File: config.mk
export PLATFORM = sky130hd
export DESIGN_NAME = threshold_scanner
export DESIGN_NICKNAME = d
export VERILOG_FILES = /design/src/rtl/threshold_pkg.sv /design/src/rtl/threshold_chunk_priority.sv /design/src/rtl/threshold_scanner.sv
export SDC_FILE = /design/constraint.sdc
export NUM_CORES = 1
export LEC_CHECK = 0
export ABC_AREA = 1
export BUFFER_PORTS_ARGS = -buffer_cell sky130_fd_sc_hd__clkbuf_2
export CAP_MARGIN = 20
export CORE_MARGIN = 10
export CORE_UTILIZATION = 26
export DETAILED_ROUTE_END_ITERATION = 12
export PLACE_DENSITY = 0.79
export SETUP_SLACK_MARGIN = 0.05
export SLEW_MARGIN = 20
export SYNTH_ARGS = -nofsm -noshare
export SYNTH_HDL_FRONTEND = slang
export SYNTH_SLANG_ARGS = --single-unit
File: constraint.sdc
create_clock -name i_clk -period 1.6 [get_ports i_clk]
set_clock_uncertainty 0.05 [all_clocks]
set_input_delay 0.32 -clock i_clk [delete_from_list [all_inputs] [get_ports i_clk]]
set_output_delay 0.32 -clock i_clk [all_outputs]
set_load 0.05 [all_outputs]
File: src/rtl/threshold_pkg.sv
// Shared types and default sizing for the streaming threshold scanner.
package threshold_pkg;

  localparam int unsigned DEF_NUM_BINS      = 256;
  localparam int unsigned DEF_CHUNK_BINS    = 8;
  localparam int unsigned DEF_BIN_W         = 17;
  localparam int unsigned DEF_HIGH_PRIORITY = 1;

  localparam int unsigned IDX_W       = $clog2(DEF_NUM_BINS);
  localparam int unsigned CHUNK_CNT_W = (DEF_NUM_BINS / DEF_CHUNK_BINS > 1) ?
                                        $clog2(DEF_NUM_BINS / DEF_CHUNK_BINS) : 1;

  typedef logic signed [DEF_BIN_W-1:0] bin_t;

  typedef enum logic [1:0] {
    IDLE = 2'd0,
    SCAN = 2'd1,
    DONE = 2'd2
  } state_t;

endpackage

File: src/rtl/threshold_chunk_priority.sv
// Combinational priority pick of the non-negative bin within one beat.
module threshold_chunk_priority #(
  parameter int unsigned CHUNK_BINS    = 8,
  parameter int unsigned BIN_W         = 17,
  parameter int unsigned HIGH_PRIORITY = 1,
  localparam int unsigned LOCAL_W      = (CHUNK_BINS > 1) ? $clog2(CHUNK_BINS) : 1
) (
  input  logic [CHUNK_BINS*BIN_W-1:0] chunk,
  output logic                        hit_c,
  output logic [LOCAL_W-1:0]          idx_c
);

  logic [CHUNK_BINS-1:0] nonneg;

  always_comb begin
    nonneg = '0;
    for (int unsigned k = 0; k < CHUNK_BINS; k++) begin
      nonneg[k] = ~chunk[k*BIN_W + BIN_W - 1];
    end
  end

  // Ascending scan: last hit wins for high priority, first hit wins otherwise.
  always_comb begin
    hit_c = 1'b0;
    idx_c = '0;
    for (int unsigned k = 0; k < CHUNK_BINS; k++) begin
      if (nonneg[k] && ((HIGH_PRIORITY != 0) || !hit_c)) begin
        hit_c = 1'b1;
        idx_c = LOCAL_W'(k);
      end
    end
  end

endmodule

File: src/rtl/threshold_scanner.sv
// Streams a histogram-difference vector in chunks and reports one threshold per frame.
module threshold_scanner
  import threshold_pkg::*;
#(
  parameter int unsigned NUM_BINS      = DEF_NUM_BINS,
  parameter int unsigned CHUNK_BINS    = DEF_CHUNK_BINS,
  parameter int unsigned BIN_W         = DEF_BIN_W,
  parameter int unsigned HIGH_PRIORITY = DEF_HIGH_PRIORITY
) (
  input  logic                          i_clk,
  input  logic                          i_rst_n,
  input  logic                          i_start,
  input  logic [CHUNK_BINS*BIN_W-1:0]   i_chunk,
  input  logic                          i_valid,
  output logic                          o_ready,
  output logic [$clog2(NUM_BINS)-1:0]   o_threshold,
  output logic                          o_found,
  output logic                          o_done,
  output logic                          o_busy
);

  localparam int unsigned NUM_CHUNKS  = NUM_BINS / CHUNK_BINS;
  localparam int unsigned CNT_BITS    = (NUM_CHUNKS > 1) ? $clog2(NUM_CHUNKS) : 1;
  localparam int unsigned IDX_BITS    = $clog2(NUM_BINS);
  localparam int unsigned LOCAL_BITS  = (CHUNK_BINS > 1) ? $clog2(CHUNK_BINS) : 1;
  localparam int unsigned LOCAL_SHIFT = $clog2(CHUNK_BINS);
  localparam logic [CNT_BITS-1:0] LAST_CHUNK = CNT_BITS'(NUM_CHUNKS - 1);

  state_t                state;
  state_t                state_next;
  logic [CNT_BITS-1:0]   chunk_cnt;
  logic [CNT_BITS-1:0]   chunk_cnt_next;
  logic [IDX_BITS-1:0]   threshold_next;
  logic                  found_next;
  logic                  beat_take;
  logic                  local_hit;
  logic [LOCAL_BITS-1:0] local_idx;
  logic [IDX_BITS-1:0]   abs_idx;

  threshold_chunk_priority #(
    .CHUNK_BINS    (CHUNK_BINS),
    .BIN_W         (BIN_W),
    .HIGH_PRIORITY (HIGH_PRIORITY)
  ) u_chunk_priority (
    .chunk (i_chunk),
    .hit_c (local_hit),
    .idx_c (local_idx)
  );

  // A beat offered alongside i_start belongs to the aborted frame and is dropped.
  assign beat_take = i_valid && (state == SCAN) && !i_start;
  assign abs_idx   = IDX_BITS'(IDX_BITS'(chunk_cnt) << LOCAL_SHIFT) + IDX_BITS'(local_idx);

  always_ff @(posedge i_clk or negedge i_rst_n) begin
    if (!i_rst_n) begin
      state <= IDLE;
    end else begin
      state <= state_next;
    end
  end

  always_comb begin
    state_next     = state;
    chunk_cnt_next = chunk_cnt;
    threshold_next = o_threshold;
    found_next     = o_found;
    if (i_start) begin
      state_next     = SCAN;
      chunk_cnt_next = '0;
      threshold_next = '0;
      found_next     = 1'b0;
    end else begin
      case (state)
        IDLE: state_next = IDLE;
        SCAN: begin
          if (beat_take) begin
            // Later chunks always carry higher indices, so high priority just overwrites.
            if (local_hit && ((HIGH_PRIORITY != 0) || !o_found)) begin
              threshold_next = abs_idx;
              found_next     = 1'b1;
            end
            if (chunk_cnt == LAST_CHUNK) begin
              chunk_cnt_next = '0;
              state_next     = DONE;
            end else begin
              chunk_cnt_next = chunk_cnt + CNT_BITS'(1);
            end
          end
        end
        DONE:    state_next = IDLE;
        default: state_next = IDLE;
      endcase
    end
  end

  always_ff @(posedge i_clk or negedge i_rst_n) begin
    if (!i_rst_n) begin
      chunk_cnt   <= '0;
      o_threshold <= '0;
      o_found     <= 1'b0;
      o_ready     <= 1'b0;
      o_busy      <= 1'b0;
      o_done      <= 1'b0;
    end else begin
      chunk_cnt   <= chunk_cnt_next;
      o_threshold <= threshold_next;
      o_found     <= found_next;
      o_ready     <= (state_next == SCAN);
      o_busy      <= (state_next == SCAN);
      o_done      <= (state_next == DONE);
    end
  end

endmodule

## After elaboration in Yosys (flattened, before gate mapping)

Cells that the tools add are included.

- Multiplexer cells: 31
- Equal/unequal tests: 4
- Reductions and logical operators: 8
- $add $sub $neg: 2

Operators with widths:

| operator | number |
|---|---|
| two-way mux 8 bit | 4 |
| two-way mux 5 bit | 4 |
| two-way mux 3 bit | 5 |
| two-way mux 1 bit | 13 |
| two-way mux 2 bit | 5 |
| adder 8 x 3 -> 8 bit | 1 |
| nonzero test 2 bit | 3 |
| adder 5 x 1 -> 5 bit, second input constant | 1 |
| equality test 5 bit, second input constant | 1 |
| equality test 2 x 1 -> 1 bit, second input constant | 2 |
| AND reduction 3 bit | 1 |
| equality test 2 bit, second input constant | 1 |
| logical AND 1 bit | 2 |
| AND reduction 2 bit | 1 |
| zero test 1 bit | 1 |

- Logic and storage cells: 51
- Input bits: 140
- Flip-flop bits (word level): 18

## Depth between registers and ports, before layout

- Word-level depth: 12
- Depth in mapped cells: 9
- Depth with buffers taken out: 9

## By module

Synthesis repeated with hierarchy kept, for this count alone.

- Cells, all modules: 106
- Area, all modules: 862.1 um2

By module, submodules not included:

| module | sequential area each (um2) | area an instance (um2) | instances | cells each |
|---|---|---|---|---|
| threshold_scanner | 450.4 | 793.3 | 1 | 91 |
| threshold_chunk_priority | 0.0 | 68.8 | 1 | 15 |

## Least setup slack after synthesis

No wires, ideal clock.

- Path kind: register to register
- From: register chunk_cnt[0]
- To: register chunk_cnt[3]
- Clock period less this slack: 1.310 ns
- Buffers on the path: 0
- Path slack: 0.290 ns
- Library setup time: 0.082 ns
- Arrival time: 1.177 ns
- Cell stages (with the launch flop): 8
- Path through: dfrtp_1 -> ha_1 -> nand2_1 -> nor2_1 -> ha_1 -> inv_1 -> nand2_1 -> o22ai_1

- Longest elaborated chain between the ends: 5
- Elaborated cells on any way between the ends: 6
- Classes of those cells: add/sub: 1; eq/ne: 1; mux: 4

Ends and longest elaborated chain:

| item | RTL line | source |
|---|---|---|
| start, declared | threshold_scanner.sv:31 | `logic [CNT_BITS-1:0] chunk_cnt;` |
| start signal, assigned | threshold_scanner.sv:105 | `chunk_cnt <= chunk_cnt_next;` |
| adder 5 x 1 -> 5 bit / equality test 5 bit (equally long branches) | threshold_scanner.sv:86, threshold_scanner.sv:82 |  |
| two-way mux 5 bit * | threshold_scanner.sv:82 | `if (chunk_cnt == LAST_CHUNK) begin` |
| two-way mux 5 bit * | threshold_scanner.sv:76 | `if (beat_take) begin` |
| two-way mux 5 bit * | threshold_scanner.sv:73 | `case (state)` |
| two-way mux 5 bit * | threshold_scanner.sv:67 | `if (i_start) begin` |

Every way passes the cells marked *; elsewhere a longest branch is shown, timed or not. The select of a mux whose other input is x is not followed.
A chain may end at the register's enable or synchronous reset.

## Final worst setup path

Ends and elaborated chain as after synthesis.

==> results_dict.tcl <==
set metrics [dict create \
    setup-tns-final_ns 0 \
    power_density_nw_per_um2 842.1 \
    cts-root-buf "clkbuf_4" \
    max_stage_delay_ns 0.45 \
    total_power_mw 0.8956 \
    final_core_util_pct 34.27 \
    grt.overflow.total 0 \
    grt_setup_unrepaired "no" \
    ys_top_cells_by_count "nand2_1, dfrtp_1, inv_1" \
    post-synth-top-count-cell "nand2_1" \
    cp_data_arrival_time_ns 1.58 \
    wl_um 1978 \
    ys_seq_area_share_pct 52.94 \
    path_class "reg -> reg" \
    clkTransAtPathRegs_ns 0.10 \
    path_max_fanout 5 \
    synth_top_area_cell "dfrtp_1" \
    crit_chain "ha_1 > nand2_1 > nor2_1 > ha_1 > inv_2 > nand2_1 > o22ai_1" \
    min_path_type "in -> reg" \
    dieHeight_um 77.21 \
    grt_max_degree 19 \
    die_area_um2 5961 \
    dpl_cell_area_um2 1016 \
    cp_slowest_cell "dfrtp_2" \
    fin_crit_sh_pct 88.20 \
    core_um2 3103 \
    relSlewSlack_pct 70.14 \
    ir_worst_vdd_mv 0.6249 \
    hold_ws_ns 0.2265 \
    viasPerCell 4.348 \
    portBuffers 23 \
    crit_family "flip-flops" \
    fmax_ghz 0.7086 \
    hold_viol 0 \
    drc 0 \
    setup_viol 0 \
    antenna_cells 0 \
    vias 713 \
    antenna_found_initial 0 \
    status "complete, no violations" \
    layout.nets 263 \
    dr.pass1.iters 4 \
    startpoint_type "flop" \
    synthTopCellsByArea "dfrtp_1, nand2_1, nand3_1" \
    cts_buffers 3 \
    wl_per_cell_um 12.06 \
    min_period_ns 1.411 \
    initialDrtViolationCount 45 \
    async_reset_ff_share_pct 100.0 \
    syn_inst 93 \
    place_ws_ns 0.1546 \
    finalMaxSlewViolations 0 \
    grt.total_usage_pct 7.318 \
    p_leak_nw 0.5351 \
    cts.sinks 18 \
    synth.ff_latch_count 18 \
    synth_cell_types 21 \
    area_delta_synth_final_pct 25.00 \
    ff2ff_path_depth 7 \
    tightest_slew_ns 0.4479 \
    yosysWarnings 0 \
    clk_latency_ns 0.30 \
    grt_pass1_vias 783 \
    ant_nets 0 \
    hpwl_um 1590 \
    final_cell_area_um2 1064 \
    place_congestion 0.7200 \
    htreeDepth 1 \
    grt_pass1_wl_um 3622 \
    dp.cells 159 \
    num_rows 20 \
    cp.depth 7 \
    syn_nets 235 \
    required_ns 1.77 \
    n_fill_cell 341 \
    fin_cells 164 \
    syn_area_um2 850.8 \
    start_util_pct 27.42 \
    synth_ff_type "dfrtp_1" \
    worst-r2r-setup-slack_ns 0.19 \
    yosysTopAreaCellShare_pct 52.94 \
    finalWorstSetupSlack_ns 0.1888 \
    avgSynthCellArea_um2 9.149 \
    cts_tree "yes" \
    drv_cap 0 \
    die_w_um 77.21 \
    cts_buffer_depth 2 \
    synth_edf_count 0 \
    io_pins 152 \
    crit_buf_inv 1 \
    drive_above_1_share_pct 32.50 \
    endpoint_kind "flop" \
    hold_depth 4 \
]
[placed cells by master, fill, tap and decap left out, types with 2 or more instances in the layout]
master	count
o22ai_1	2
clkbuf_2	23
o21ai_0	2
ha_1	2
o21ai_1	7
clkbuf_4	3
nor2_1	4
inv_1	10
inv_2	3
nand2_4	2
nand2_1	23
dfrtp_1	17
nand3_1	10
[sequential cells by signal, indices dropped and copies added (netlist names)]
name / cells
o_done: 1
o_found: 1
state: 2
chunk_cnt: 5
o_threshold: 8
o_busy: 1
[tightest hold or removal path, cell delays in order]
cell      delay, ns
clkbuf_2       0.09
nand2_1        0.05
nand2_1        0.05
nand2_1        0.04
[metal layers]
metal	share of wire, %	vias to the layer above	global-route usage, %
met5	0	-	0
met4	0.96	0	2.190
met3	7.5	4	3.846
met2	50	16	12.04
met1	42	340	7.949
li1	-	353	-
[cell type report]
| class | count | area (µm²) | area share [%] |
|---|---|---|---|
| timing repair buffer | 25 | 132.6 | 12.47 |
| inverter | 13 | 48.80 | 4.588 |
| clock buffer | 4 | 36.28 | 3.412 |
| multi-input combinational | 60 | 339.1 | 31.88 |
| tap | 44 | 55.05 | 5.176 |
| sequential | 18 | 451.7 | 42.47 |
[cell families after synthesis]
| family | count (synthesis) | share of synthesized area [%] |
|---|---|---|
| adder cells (fa/ha/maj) | 2 | 2.941 |
| XOR/XNOR | 2 | 2.059 |
| buffers and inverters | 15 | 7.206 |
| AND/OR/NAND/NOR | 43 | 26.32 |
| AO/OA/AOI/OAI | 13 | 8.529 |
| flip-flops | 18 | 52.94 |
[final timing paths]
kind / from / end
min reg2reg: o_found$_DFFE_PN0P_ / o_found$_DFFE_PN0P_
min: i_chunk[135] / o_threshold[0]$_DFFE_PN0P_
max: chunk_cnt[0]$_DFFE_PN0P_ / chunk_cnt[3]$_DFFE_PN0P_
max reg2reg: chunk_cnt[0]$_DFFE_PN0P_ / chunk_cnt[3]$_DFFE_PN0P_
max in group asynchronous: i_rst_n / chunk_cnt[0]$_DFFE_PN0P_
min in group asynchronous: i_rst_n / chunk_cnt[3]$_DFFE_PN0P_
[repair_timing]
item                                   4_1_cts  5_1_grt
setup endpoints to repair                    0        3
resized for setup                            0        2
buffers inserted                             0        0
endpoints found under the hold margin       18        0
hold buffers                                 1        0
[power by group]
group	switching, mW	internal, mW
logic	0.0965	0.0397
registers	0.0110	0.469
clock network	0.140	0.139
Power figures use the tool's default switching activity.
